**config.mk**
```make
export PLATFORM = sky130hd
export DESIGN_NAME = fake_netlist_bist_ctrl_flat
export DESIGN_NICKNAME = d
export VERILOG_FILES = /design/src/rtl/fake_netlist_bist_ctrl_if.sv /design/src/rtl/fake_netlist_bist_ctrl.sv /design/src/flat_wrapper.sv
export SDC_FILE = /design/constraint.sdc
export NUM_CORES = 1
export LEC_CHECK = 0
export CAP_MARGIN = 40
export CORE_AREA = 2 2 92 94
export CTS_CLUSTER_DIAMETER = 60
export CTS_CLUSTER_SIZE = 20
export DETAILED_ROUTE_END_ITERATION = 16
export DIE_AREA = 0 0 94 96
export GPL_ROUTABILITY_DRIVEN = 0
export MAX_ROUTING_LAYER = met4
export RECOVER_POWER = 100
export SLEW_MARGIN = 15
export SYNTH_ARGS = -nofsm -noshare
export SYNTH_HDL_FRONTEND = slang
export SYNTH_SLANG_ARGS = --single-unit
```
**constraint.sdc**
```tcl
create_clock -name clk -period 4.7 [get_ports clk]
set_clock_uncertainty 0.2 [all_clocks]
set_input_delay 1.41 -clock clk [delete_from_list [all_inputs] [get_ports clk]]
set_output_delay 1.41 -clock clk [all_outputs]
set_load 0.005 [all_outputs]
```
**src/rtl/fake_netlist_bist_ctrl_if.sv**
```systemverilog
// BIST control/observe bundle between the fake-netlist core harness and the BIST controller.
// The slave side is the controller; the master side is whoever launches runs and supplies the core response.
interface fake_netlist_bist_ctrl_if #(
  parameter int NUM_IN = 3
);
  logic              start;
  logic [NUM_IN-1:0] vec_out;
  logic              resp_in;
  logic              busy;
  logic              done;
  logic [15:0]       signature;
  logic [15:0]       vec_count;

  modport master (
    output start, resp_in,
    input  vec_out, busy, done, signature, vec_count
  );

  modport slave (
    input  start, resp_in,
    output vec_out, busy, done, signature, vec_count
  );
endinterface

```
**src/rtl/fake_netlist_bist_ctrl.sv**
```systemverilog
// LFSR-driven stimulus and MISR response compaction around one combinational fake-netlist core.
// Each vector walks APPLY -> SETTLE (optional) -> CAPTURE; DONE holds the final signature.
module fake_netlist_bist_ctrl #(
  parameter int          NUM_IN  = 3,
  parameter logic [15:0] SEED    = 16'hACE1,
  parameter int          NUM_VEC = 256,
  parameter int          SETTLE  = 2
) (
  input  logic                     clk,
  input  logic                     rst,
  fake_netlist_bist_ctrl_if.slave  bus
);

  // An all-zero LFSR would lock up, so a zero seed is promoted to 1.
  localparam logic [15:0] LOAD_VAL  = (SEED == 16'h0000) ? 16'h0001 : SEED;
  localparam logic [3:0]  SETTLE_L  = 4'(SETTLE);
  localparam logic [15:0] NUM_VEC_L = 16'(NUM_VEC);

  typedef enum logic [2:0] {
    S_IDLE, S_APPLY, S_SETTLE, S_CAPTURE, S_DONE
  } state_t;

  state_t            r_state;
  state_t            w_next;
  logic              w_busy;
  logic              w_launch;
  logic [15:0]       w_cnt_inc;
  logic [15:0]       r_lfsr;
  logic [15:0]       r_sig;
  logic [15:0]       r_cnt;
  logic [3:0]        r_settle;
  logic [NUM_IN-1:0] r_vec;
  logic              r_done;

  function automatic logic [15:0] lfsr_step(input logic [15:0] s);
    return {s[14:0], s[15] ^ s[13] ^ s[12] ^ s[10]};
  endfunction

  function automatic logic [15:0] misr_step(input logic [15:0] s, input logic b);
    return {s[14:0], s[15] ^ s[13] ^ s[12] ^ s[10] ^ b};
  endfunction

  assign w_launch  = ((r_state == S_IDLE) || (r_state == S_DONE)) && bus.start;
  assign w_cnt_inc = r_cnt + 16'd1;

  always_ff @(posedge clk) begin
    if (rst) r_state <= S_IDLE;
    else     r_state <= w_next;
  end

  always_comb begin
    w_next = r_state;
    w_busy = 1'b0;
    case (r_state)
      S_IDLE, S_DONE: if (bus.start) w_next = S_APPLY;
      S_APPLY: begin
        w_busy = 1'b1;
        w_next = (SETTLE == 0) ? S_CAPTURE : S_SETTLE;
      end
      S_SETTLE: begin
        w_busy = 1'b1;
        if (r_settle <= 4'd1) w_next = S_CAPTURE;
      end
      S_CAPTURE: begin
        w_busy = 1'b1;
        w_next = (w_cnt_inc == NUM_VEC_L) ? S_DONE : S_APPLY;
      end
      default: w_next = S_IDLE;
    endcase
  end

  always_ff @(posedge clk) begin
    if (rst) begin
      r_lfsr   <= LOAD_VAL;
      r_sig    <= 16'h0000;
      r_cnt    <= 16'h0000;
      r_vec    <= '0;
      r_settle <= 4'd0;
      r_done   <= 1'b0;
    end else begin
      if (w_launch) begin
        r_lfsr <= LOAD_VAL;
        r_sig  <= 16'h0000;
        r_cnt  <= 16'h0000;
        r_done <= 1'b0;
      end
      if (r_state == S_APPLY) begin
        r_vec    <= r_lfsr[NUM_IN-1:0];
        r_settle <= SETTLE_L;
      end
      if (r_state == S_SETTLE) r_settle <= r_settle - 4'd1;
      // resp_in is only ever sampled here, after SETTLE+1 cycles of stable stimulus.
      if (r_state == S_CAPTURE) begin
        r_sig  <= misr_step(r_sig, bus.resp_in);
        r_lfsr <= lfsr_step(r_lfsr);
        r_cnt  <= w_cnt_inc;
        if (w_cnt_inc == NUM_VEC_L) r_done <= 1'b1;
      end
    end
  end

  assign bus.vec_out   = r_vec;
  assign bus.busy      = w_busy;
  assign bus.done      = r_done;
  assign bus.signature = r_sig;
  assign bus.vec_count = r_cnt;

endmodule
```
**src/flat_wrapper.sv**
```systemverilog
// flat-port wrapper written by rule: the top's interface ports become plain ports
module fake_netlist_bist_ctrl_flat 
#(
  parameter int          NUM_IN  = 3,
  parameter logic [15:0] SEED    = 16'hACE1,
  parameter int          NUM_VEC = 256,
  parameter int          SETTLE  = 2
)
  (clk, rst, bus_start, bus_resp_in, bus_vec_out, bus_busy, bus_done, bus_signature, bus_vec_count);
  fake_netlist_bist_ctrl_if #(.NUM_IN(NUM_IN)) bus_i ();
  input  logic clk;
  input  logic rst;
  input wire logic [$bits(bus_i.start)-1:0] bus_start;
  input wire logic [$bits(bus_i.resp_in)-1:0] bus_resp_in;
  output wire logic [$bits(bus_i.vec_out)-1:0] bus_vec_out;
  output wire logic [$bits(bus_i.busy)-1:0] bus_busy;
  output wire logic [$bits(bus_i.done)-1:0] bus_done;
  output wire logic [$bits(bus_i.signature)-1:0] bus_signature;
  output wire logic [$bits(bus_i.vec_count)-1:0] bus_vec_count;
  assign bus_i.start = bus_start;
  assign bus_i.resp_in = bus_resp_in;
  assign bus_vec_out = bus_i.vec_out;
  assign bus_busy = bus_i.busy;
  assign bus_done = bus_i.done;
  assign bus_signature = bus_i.signature;
  assign bus_vec_count = bus_i.vec_count;
  fake_netlist_bist_ctrl #(.NUM_IN(NUM_IN), .SEED(SEED), .NUM_VEC(NUM_VEC), .SETTLE(SETTLE)) u_core (.clk(clk), .rst(rst), .bus(bus_i));
endmodule
```
==> qor.json <==
{
  "final_util_pct": 42.0,
  "critical_path.max_fanout": 16,
  "holdBufCountCts": 0,
  "globalRouteTotalUtil_pct": 15.6,
  "cts-root-buf": "clkbuf_8",
  "area_of_the_core_mm2": 0.00805,
  "remaining_antenna_violation_count": 0,
  "cts-buffers-inserted": 9,
  "cell_internal_pwr_w": 0.000886,
  "post-synth-top-area-fraction_pct": 43.4,
  "total_power_w": 0.00121,
  "route.detailed.vias_per_inst": 5.26,
  "die_y_um": 96,
  "routed_wl_mm": 6.35,
  "worstSetupEndpointType": "primary output",
  "seq_total_area_yosys_pct": 43.4,
  "route.vias.total": 2458,
  "post_synthesis_mean_instance_area_um2": 8.24,
  "drc": 0,
  "synthDistinctLibCells": 45,
  "worst_path_max_delay_cell": "dfxtp_1",
  "synth.cells.most_frequent": "dfxtp_1 (59), nor2_1 (52), a22oi_1 (28)",
  "sinks_on_the_clock_net": 59,
  "grt_max_degree": 44,
  "detailed_router_iteration_count_before_antenna_repair": 4,
  "tritoncts": "done",
  "p_comb_share_pct": 12.7,
  "switch_pwr_w": 0.000328,
  "max_slew.worst_pin.slew_ns": 1.80,
  "grt_first_pass_wirelength_mm": 10.7,
  "status": "finished with violations",
  "final-hold-violation-count": 0,
  "max_clock_freq_mhz": 283,
  "num-fill-cells": 826,
  "switching_share_pct": 27.0,
  "yosysTopAreaCell": "dfxtp_1",
  "initial_core_util_pct": 33.8,
  "synthCells": 330,
  "finalSetupViolCount": 0,
  "synth_seq_cells": 59,
  "hold_path.class": "flop to flop",
  "vdd_ir_max_mv": 0.183,
  "synth_warnings": 0,
  "yosysMostFrequentCell": "dfxtp_1",
  "grt_pass1_vias": 2218,
  "synth_top_flop_cell": "dfxtp_1",
  "cellPowerDensity_mw_per_mm2": 359,
  "synth.area.top_cells": "dfxtp_1 (43%), a22oi_1 (7.7%), nor2_1 (7.2%)",
  "final_nets": 365,
  "critical_path.max_stage_delay_ns": 0.65,
  "violations": "capacitance limit, slew limit",
  "drt_iter0_markers": 141,
  "ctsResizeCount": 0,
  "detailed_placer_s_ending_hpwl_mm": 3.94,
  "globalRoute.totalOverflow": 0,
  "clock_latency_at_the_later_pin_of_the_worst_skew_pair_ns": 0.34,
  "critical_path_buf_inv_count": 1,
  "total_leakage_power_nw": 1.28,
  "postSynthNetCount": 338,
  "cap_viol_max_count": 1,
  "slew_headroom_pct": -19.9,
  "critical_path.cell_chain": "nor2_1, nor2_1, dlygate4sd3_1",
  "timing.final.max_slew_violations": 44,
  "timing.critical_path.arrival_ns": 1.92,
  "ios": 41,
  "crit_family": "flip-flops",
  "final.period_utilization_pct": 75.1,
  "clk_pin_slew_ns": 0.06,
  "routed_wire_length_per_instance_um": 13.6,
  "rsz0062_at_grt": "false",
  "worst_setup_path_start_kind": "flop",
  "dieArea_mm2": 0.00902,
  "mappedNetlistArea_mm2": 0.00272,
  "synth_async_sr_flop_share_pct": 0,
  "clock_power_share_pct": 42.9,
  "required_ns": 3.09,
  "critical_path.most_common_cell": "nor2_1",
  "clock_tree.buffer_depth": 2,
  "pwr-share-seq_pct": 44.3,
  "final_period_minus_worst_setup_slack_ns": 3.53,
  "antenna-diode-count": 0,
  "timing.reg2reg.setup_slack_ns": 1.77,
  "h_tree_level_count": 3,
  "die-width_um": 94,
  "io_buffers": 40,
  "buffers_inserted_during_post_cts_setup_optimization": 0,
  "criticalPathCategory": "flop to primary output",
  "synth_enable_flop_cells": 0,
  "antenna_violations_before_repair": 0,
  "syn2layout_area_growth_pct": 24.3,
  "rows": 33,
  "final_layout_size_suffix_gt1_share_pct": 6.91,
  "setup_tns_ns": 0
}
[worst paths after layout]
check | from | to | cells past startpoint
max reg2reg | u_core.r_state[1] | u_core.bus.vec_count[9] | 6
max | u_core.r_state[0] | bus_busy | 3
min | u_core.bus.done | u_core.bus.done | 2
min reg2reg | u_core.bus.done | u_core.bus.done | 2
[sequential cells by signal, indices dropped and copies added, names as in the netlist]
name	count
u_core.bus.done	1
u_core.bus.vec_count	16
u_core.r_settle	4
u_core.r_lfsr	16
u_core.bus.signature	16
u_core.r_state	3
u_core.bus.vec_out	3
[worst register-to-register path: stages, from the launching register on]
cell and delay, ns:
dfxtp_1 0.53, nor2b_1 0.38, nand2_1 0.52, nand2_1 0.68
o21ai_0 0.19, a22oi_1 0.21, nor2_1 0.05
[cells in the final DEF (no fill, tap or decap), drive strengths merged, types with 6 or more instances in the layout]
cell type	count
a21oi	18
a22oi	28
clkbuf	12
dfxtp	59
dlygate4sd3	37
nand2	27
nand2b	10
nand3	8
nand4	6
nor2	52
nor3	10
o21ai	13
o22ai	9
xnor2	10
[power by group through the flow]
stage                     combinational (W)  clock (W)  sequential [W]
final                              0.000155   0.000521        0.000538
after global routing               0.000177   0.000564        0.000542
after CTS                          0.000159   0.000538        0.000538
after detailed placement           0.000158          0        0.000549
after global placement             0.000155          0        0.000549
after floorplan                    0.000123          0        0.000538
[routing by layer]
metal	vias to the layer above	share of wire [%]	wire, um	global-route usage (%)
met1	1178	49	3110	19.8
met3	9	4.4	277	4.86
li1	1225	-	-	-
met5	-	0	0	-
met2	46	45	2870	23.0
met4	0	1.5	97	6.28
[stage by stage]
stage / instance area [um2] / std cells / worst slack, ns / hold WS (ns)
3_3_place_gp: 3160 / 451 / 1.37 / 0.246
2_1_floorplan: 2720 / 330 / 2.08 / 0.245
5_1_grt: 3380 / 467 / 0.914 / 0.318
6_report: 3380 / 467 / 1.17 / 0.276
4_1_cts: 3380 / 467 / 1.19 / 0.273
3_5_place_dp: 3160 / 451 / 1.38 / 0.264
[kinds of logic after synthesis]
| logic type | after synthesis | share of synthesized area [%] |
|---|---|---|
| AO/OA/AOI/OAI | 83 | 20.2 |
| XOR/XNOR | 12 | 3.87 |
| adder cells (fa/ha/maj) | 4 | 1.84 |
| buffers and inverters | 32 | 4.92 |
| flip-flops | 59 | 43.4 |
| multiplexers | 5 | 1.84 |
| AND/OR/NAND/NOR | 135 | 23.9 |
[cell type report]
| type | instances | area [um2] | area share, % |
|---|---|---|---|
| clock buffer | 10 | 138 | 4.07 |
| clock inverter | 6 | 88.8 | 2.63 |
| inverter | 5 | 18.8 | 0.556 |
| multi-input combinational | 239 | 1410 | 41.7 |
| sequential | 59 | 1180 | 35.0 |
| tap | 105 | 131 | 3.89 |
| timing repair buffer | 43 | 413 | 12.2 |
(Power assumes the default switching activity.)
